File: src/rtl/bin_pkg.sv
// Shared types for the binarization engine: threshold modes,
// FSM state encoding and status LED codes.
package bin_pkg;

    typedef enum logic [1:0] {
        MODE_FIX   = 2'b00,
        MODE_INV   = 2'b01,
        MODE_BAND  = 2'b10,
        MODE_IBAND = 2'b11
    } mode_e;

    typedef enum logic [2:0] {
        ST_IDLE  = 3'd0,
        ST_INIT  = 3'd1,
        ST_RUN   = 3'd2,
        ST_DRAIN = 3'd3,
        ST_DONE  = 3'd4
    } state_e;

    localparam logic [1:0] LED_IDLE = 2'b00;
    localparam logic [1:0] LED_INIT = 2'b01;
    localparam logic [1:0] LED_RUN  = 2'b10;
    localparam logic [1:0] LED_DONE = 2'b11;

endpackage

File: src/rtl/bin_compare.sv
// Combinational pixel threshold test for the four binarization modes.
// All comparisons are unsigned.
module bin_compare
    import bin_pkg::*;
#(
    parameter int PIX_W = 8
) (
    input  logic [PIX_W-1:0] i_pix,
    input  logic [PIX_W-1:0] i_thr_lo,
    input  logic [PIX_W-1:0] i_thr_hi,
    input  mode_e            i_mode,
    output logic             o_bit
);

    logic w_ge;
    logic w_band;

    // An inverted range (lo > hi) leaves w_band empty by construction.
    assign w_ge   = (i_pix >= i_thr_lo);
    assign w_band = w_ge & (i_pix <= i_thr_hi);

    always_comb begin
        o_bit = 1'b0;
        unique case (i_mode)
            MODE_FIX:   o_bit = w_ge;
            MODE_INV:   o_bit = ~w_ge;
            MODE_BAND:  o_bit = w_band;
            MODE_IBAND: o_bit = ~w_band;
        endcase
    end

endmodule

File: src/rtl/binarization_engine.sv
// Streams a grayscale frame from pixel RAM into a 1-bit mask RAM.
// Optional foreground counter enabled by defining BIN_FG_COUNT_EN.
module binarization_engine
    import bin_pkg::*;
#(
    parameter int PIX_W      = 8,
    parameter int ADDR_W     = 16,
    parameter int IMG_PIXELS = 65536,
    parameter int RD_LAT     = 1
) (
    input  logic              bin_clk,
    input  logic              bin_rst,
    input  logic              int_ctrl,
    input  logic              bin_ctrl,
    input  logic [1:0]        mode,
    input  logic [PIX_W-1:0]  thr_lo,
    input  logic [PIX_W-1:0]  thr_hi,
    output logic              rd_en,
    output logic [ADDR_W-1:0] rd_addr,
    input  logic [PIX_W-1:0]  rd_data,
    output logic              wr_en,
    output logic [ADDR_W-1:0] wr_addr,
    output logic              bin_data,
    output logic              busy,
    output logic              done,
    output logic [1:0]        condition_led
`ifdef BIN_FG_COUNT_EN
    ,
    output logic [ADDR_W:0]   fg_count
`endif
);

    localparam logic [ADDR_W-1:0] LAST = ADDR_W'(IMG_PIXELS - 1);

    state_e            r_state;
    state_e            w_next;
    logic              r_int_q, r_int_d;
    logic              r_bin_q, r_bin_d;
    logic              w_int_rise, w_bin_rise;
    logic              w_acc_int, w_acc_bin;
    logic [ADDR_W-1:0] r_addr;
    mode_e             r_mode;
    logic [PIX_W-1:0]  r_lo, r_hi;
    logic [RD_LAT-1:0] r_pv;
    logic [ADDR_W-1:0] r_pa [RD_LAT];
    logic              r_wr_en;
    logic              r_bin;
    logic [ADDR_W-1:0] r_wr_addr;
    logic [1:0]        r_led;
    logic              w_cmp;

    // Edges seen while busy are consumed here and never replayed.
    assign w_int_rise = r_int_q & ~r_int_d;
    assign w_bin_rise = r_bin_q & ~r_bin_d;
    assign w_acc_int  = (r_state == ST_IDLE) & w_int_rise;
    assign w_acc_bin  = (r_state == ST_IDLE) & w_bin_rise & ~w_int_rise;

    always_ff @(posedge bin_clk or posedge bin_rst) begin
        if (bin_rst) begin
            r_int_q <= 1'b0;
            r_int_d <= 1'b0;
            r_bin_q <= 1'b0;
            r_bin_d <= 1'b0;
        end else begin
            r_int_q <= int_ctrl;
            r_int_d <= r_int_q;
            r_bin_q <= bin_ctrl;
            r_bin_d <= r_bin_q;
        end
    end

    always_ff @(posedge bin_clk or posedge bin_rst) begin
        if (bin_rst) r_state <= ST_IDLE;
        else         r_state <= w_next;
    end

    always_comb begin
        w_next        = r_state;
        rd_en         = 1'b0;
        rd_addr       = '0;
        wr_en         = r_wr_en;
        wr_addr       = r_wr_en ? r_wr_addr : '0;
        bin_data      = r_wr_en & r_bin;
        busy          = 1'b0;
        done          = 1'b0;
        condition_led = r_led;
        unique case (r_state)
            ST_IDLE: begin
                if (w_acc_int)      w_next = ST_INIT;
                else if (w_acc_bin) w_next = ST_RUN;
            end
            ST_INIT: begin
                busy     = 1'b1;
                wr_en    = 1'b1;
                wr_addr  = r_addr;
                bin_data = 1'b0;
                if (r_addr == LAST) w_next = ST_DONE;
            end
            ST_RUN: begin
                busy    = 1'b1;
                rd_en   = 1'b1;
                rd_addr = r_addr;
                if (r_addr == LAST) w_next = ST_DRAIN;
            end
            ST_DRAIN: begin
                busy = 1'b1;
                if (r_wr_en && (r_wr_addr == LAST)) w_next = ST_DONE;
            end
            ST_DONE: begin
                done          = 1'b1;
                condition_led = LED_DONE;
                w_next        = ST_IDLE;
            end
            default: w_next = ST_IDLE;
        endcase
    end

    always_ff @(posedge bin_clk or posedge bin_rst) begin
        if (bin_rst) begin
            r_addr <= '0;
        end else if (w_acc_int || w_acc_bin) begin
            r_addr <= '0;
        end else if ((r_state == ST_INIT || r_state == ST_RUN)
                     && (r_addr != LAST)) begin
            r_addr <= r_addr + ADDR_W'(1);
        end
    end

    always_ff @(posedge bin_clk or posedge bin_rst) begin
        if (bin_rst) begin
            r_mode <= MODE_FIX;
            r_lo   <= '0;
            r_hi   <= '0;
        end else if (w_acc_bin) begin
            r_mode <= mode_e'(mode);
            r_lo   <= thr_lo;
            r_hi   <= thr_hi;
        end
    end

    // The last pipeline stage lines up with rd_data for that address.
    always_ff @(posedge bin_clk or posedge bin_rst) begin
        if (bin_rst) begin
            r_pv      <= '0;
            for (int i = 0; i < RD_LAT; i++) r_pa[i] <= '0;
            r_wr_en   <= 1'b0;
            r_wr_addr <= '0;
            r_bin     <= 1'b0;
        end else begin
            r_pv[0] <= (r_state == ST_RUN);
            r_pa[0] <= r_addr;
            for (int i = 1; i < RD_LAT; i++) begin
                r_pv[i] <= r_pv[i-1];
                r_pa[i] <= r_pa[i-1];
            end
            r_wr_en   <= r_pv[RD_LAT-1];
            r_wr_addr <= r_pa[RD_LAT-1];
            r_bin     <= w_cmp;
        end
    end

    bin_compare #(
        .PIX_W (PIX_W)
    ) u_cmp (
        .i_pix    (rd_data),
        .i_thr_lo (r_lo),
        .i_thr_hi (r_hi),
        .i_mode   (r_mode),
        .o_bit    (w_cmp)
    );

    always_ff @(posedge bin_clk or posedge bin_rst) begin
        if (bin_rst)                r_led <= LED_IDLE;
        else if (w_acc_int)         r_led <= LED_INIT;
        else if (w_acc_bin)         r_led <= LED_RUN;
        else if (r_state == ST_DONE) r_led <= LED_DONE;
    end

`ifdef BIN_FG_COUNT_EN
    logic [ADDR_W:0] r_fg;

    always_ff @(posedge bin_clk or posedge bin_rst) begin
        if (bin_rst)               r_fg <= '0;
        else if (w_acc_bin)        r_fg <= '0;
        else if (r_wr_en && r_bin) r_fg <= r_fg + (ADDR_W+1)'(1);
    end

    assign fg_count = r_fg;
`endif

endmodule

File: config.mk
export PLATFORM = sky130hd
export DESIGN_NAME = binarization_engine
export DESIGN_NICKNAME = d
export VERILOG_FILES = /design/src/rtl/bin_pkg.sv /design/src/rtl/bin_compare.sv /design/src/rtl/binarization_engine.sv
export SDC_FILE = /design/constraint.sdc
export NUM_CORES = 1
export LEC_CHECK = 0
export BUFFER_PORTS_ARGS = -buffer_cell sky130_fd_sc_hd__buf_2
export CAP_MARGIN = 10
export CORE_MARGIN = 5
export CORE_UTILIZATION = 55
export DETAILED_ROUTE_END_ITERATION = 6
export PLACE_DENSITY = 0.75
export SLEW_MARGIN = 30
export SYNTH_ARGS = -nofsm -noshare
export SYNTH_HDL_FRONTEND = slang
export SYNTH_SLANG_ARGS = --single-unit
File: constraint.sdc
create_clock -name bin_clk -period 3.5 [get_ports bin_clk]
set_input_delay 0.7 -clock bin_clk [delete_from_list [all_inputs] [get_ports bin_clk]]
set_output_delay 0.7 -clock bin_clk [all_outputs]
set_load 0.02 [all_outputs]
==> impl_metrics.env <==
export IMPL_placed_cell_area_mm2=0.00406
export IMPL_die_h_um=91.8
export IMPL_worst_slack_ps=832
export IMPL_fin_crit_sh_pct=76.2
export IMPL_antennaDiodeCount=0
export IMPL_netlist_cell_type_count=44
export IMPL_start_util_pct=57.4
export IMPL_hold_viol=0
export IMPL_hold_path_startpoint="r_pa[3]"
export IMPL_peakVddDrop_mv=0.355
export IMPL_ctsResizeCount=0
export IMPL_p_per_area_mw_per_mm2=745
export IMPL_syn_to_final_growth_pct=17.4
export IMPL_vias=2667
export IMPL_slew_limit_headroom_pct=47.3
export IMPL_clock_sinks=78
export IMPL_yosysTopAreaCellShare_pct=53.0
export IMPL_synth_top_area_cell="dfrtp_1"
export IMPL_min_period_ps=2670
export IMPL_ys_top_cells_by_area="dfrtp_1, ha_1, mux2_2"
export IMPL_drtAntennaViolNets=0
export IMPL_grtUsageTotal_pct=18.3
export IMPL_seq_area_mm2=0.00195
export IMPL_drc_errors=0
export IMPL_worst_clock_skew_ps=4.03
export IMPL_crit_path_max_fanout=35
export IMPL_holdWs_ps=349
export IMPL_nFillCells=518
export IMPL_ys_warn_count=0
export IMPL_dp_cells=480
export IMPL_drtPass1Iterations=4
export IMPL_critical_path_startpoint="r_state[1]"
export IMPL_finalNonFillerCells=496
export IMPL_reg2reg_from="r_state[1]"
export IMPL_htree_levels=3
export IMPL_post_drt_wl_per_cell_um=14.6
export IMPL_finalSetupViolations=0
export IMPL_power_mw=3.22
export IMPL_root_buffer="clkbuf_8"
export IMPL_grt_max_degree=79
export IMPL_antenna_found_initial=0
export IMPL_ys_seq_area_share_pct=53.0
export IMPL_final_core_util_pct=67.3
export IMPL_drt_wl_total_um=7240
export IMPL_syn_nets=394
export IMPL_multi_input_area_mm2=0.00157
export IMPL_via_per_inst=5.38
export IMPL_place_hpwl_um=5330
export IMPL_die_w_um=91.8
export IMPL_fin_area_mm2=0.00432
export IMPL_power_leakage_nw=2.21
export IMPL_cp_required_ps=2800
export IMPL_grt_pass1_wl_um=12300
export IMPL_path_class="reg2out"
export IMPL_grt_pass1_vias=2639
export IMPL_synth_seq_cells=78
export IMPL_tightest_slew_ps=789
export IMPL_grt_overflow_total=0
export IMPL_cts_tree="done"
export IMPL_syn_avg_cell_area_um2=10.6
export IMPL_critPathLaunchType="flop"
export IMPL_combPwrFrac_pct=32.1
export IMPL_syn_instance_count=347
export IMPL_critPathArrivalTime_ps=1970
export IMPL_dp_slack_ps=1100
export IMPL_gp_congestion=0.814
export IMPL_hp_class="reg2reg"
export IMPL_max_cap_viol_count=0
export IMPL_rows=29
export IMPL_status="completed"
export IMPL_die_area_mm2=0.00843
export IMPL_rsz0062_at_grt="no"
export IMPL_insertion_delay_ps=340
export IMPL_drt_iter0_drc=128
export IMPL_fmax_mhz=375
export IMPL_syn_area_mm2=0.00368
export IMPL_cts_clk_slew_worst_paths_ps=70
export IMPL_nets=461
export IMPL_drive_above_1_share_pct=28.2
export IMPL_fin_tns_setup_ps=0
export IMPL_p_int_mw=2.11
export IMPL_port_buffers=68
export IMPL_switching_share_pct=34.5
export IMPL_cts_setup_buffers=0
export IMPL_slew_violations=0
export IMPL_cp_end_kind="output port"
export IMPL_clk_path_buf_depth=2
export IMPL_cts_hold_buf=0
export IMPL_core_mm2=0.00642
export IMPL_p_switching_mw=1.11
export IMPL_p_clk_share_pct=26.5
export IMPL_ios=69
export IMPL_cts_buffers=9
export IMPL_seq_power_share_pct=41.4
[synthesized netlist by cell type (all sizes together)]
library cell,instances
dfrtp,78
and4,2
a2111o,1
nand2b,2
and3,20
mux2i,4
nor3,9
mux2,18
clkbuf,8
nand4bb,1
a2111oi,1
nor2b,5
ha,17
a211oi,1
o21ai,24
xor2,3
o31ai,1
a21oi,7
nand2,48
nor3b,2
nor4,4
bufbuf,1
xnor2,10
and2,4
or2,4
a41oi,1
nand3,4
o21a,1
buf,5
nand4,13
inv,20
nand3b,1
o211ai,2
nor2,25
[worst max-delay path, cell delays in order (launching register included)]
cell,delay [ps]
dfrtp_1,650
nor3_2,270
buf_4,310
nand2_1,110
o21ai_0,80
buf_2,180
[routing by layer]
| metal | GRT usage (%) | part of all wire, % | vias up | wire (µm) |
|---|---|---|---|---|
| met2 | 30.6 | 50 | 65 | 3590 |
| met1 | 23.2 | 44 | 1273 | 3180 |
| li1 | - | - | 1321 | - |
| met5 | 0 | 0 | - | 0 |
| met3 | 6.06 | 5.7 | 8 | 410 |
| met4 | 4.46 | 0.94 | 0 | 68 |
[registers in the layout, summed over array words and instances, names as in the netlist]
| signal | flops |
|---|---|
| r_addr | 16 |
| r_pa | 16 |
| r_wr_addr | 16 |
| r_hi | 8 |
| r_lo | 8 |
| r_state | 3 |
| r_led | 2 |
| r_mode | 2 |
| r_bin | 1 |
| r_bin_d | 1 |
| r_bin_q | 1 |
| r_int_d | 1 |
| r_int_q | 1 |
| r_pv | 1 |
| r_wr_en | 1 |
[cell families after synthesis]
kind of cell / Yosys count / share of synthesized area (%)
AOI/OAI and AO/OA: 39 / 6.01
xor gates and xnor gates: 13 / 3.09
adders and majority gates: 17 / 5.77
buffers and inverters: 34 / 4.55
DFF: 78 / 53.0
muxes: 22 / 6.59
and+or+nand+nor: 144 / 21.0
[final timing paths]
check,endpoint,slack (ps),depth (start not counted)
min in group asynchronous,r_wr_addr[11],430,3
max,wr_addr[8],830,5
min,r_wr_addr[3],350,0
min reg2reg,r_wr_addr[3],350,0
max reg2reg,r_addr[5],1400,5
max in group asynchronous,r_lo[1],2760,3
[placed cells by master (no fill, tap or decap), types with 2 or more instances in the layout]
cell type  netlist  layout
o21ai_0         24      24
and3_1          19      19
clkbuf_8         0       9
xor2_1           3       3
nand3_1          2       2
o211ai_1         2       2
nand2b_1         2       2
buf_2            3      68
nor4_1           3       3
bufinv_16        0       4
inv_1           20      19
mux2i_1          4       4
mux2_2          18      18
nor3b_1          2       2
and2_1           4       4
dfrtp_1         78      78
nand4_1         12      12
a21oi_1          7       7
nor2b_1          5       5
nor3_1           7       6
nor3_2           1       2
or2_2            3       3
xnor2_1         10      10
nand2_1         48      48
nor2_1          24      23
ha_1            17      17
nand3_2          2       2
[layout make-up]
class	instances	area share, %
clock buffers	10	2.95
clock inverters	6	3.10
inverters	20	1.74
multi-input cells	235	36.3
flip-flops and latches	78	45.1
well taps	77	2.23
repair buffers	70	8.51
[power groups by stage]
stage / clock, mW / combinational (mW) / sequential [mW]
2_1_floorplan: 0 / 0.893 / 1.22
3_3_place_gp: 0 / 0.992 / 1.34
3_5_place_dp: 0 / 1.03 / 1.35
4_1_cts: 0.878 / 1.05 / 1.33
5_1_grt: 0.917 / 1.17 / 1.37
6_report: 0.855 / 1.03 / 1.33
(Power assumes the default switching activity.)
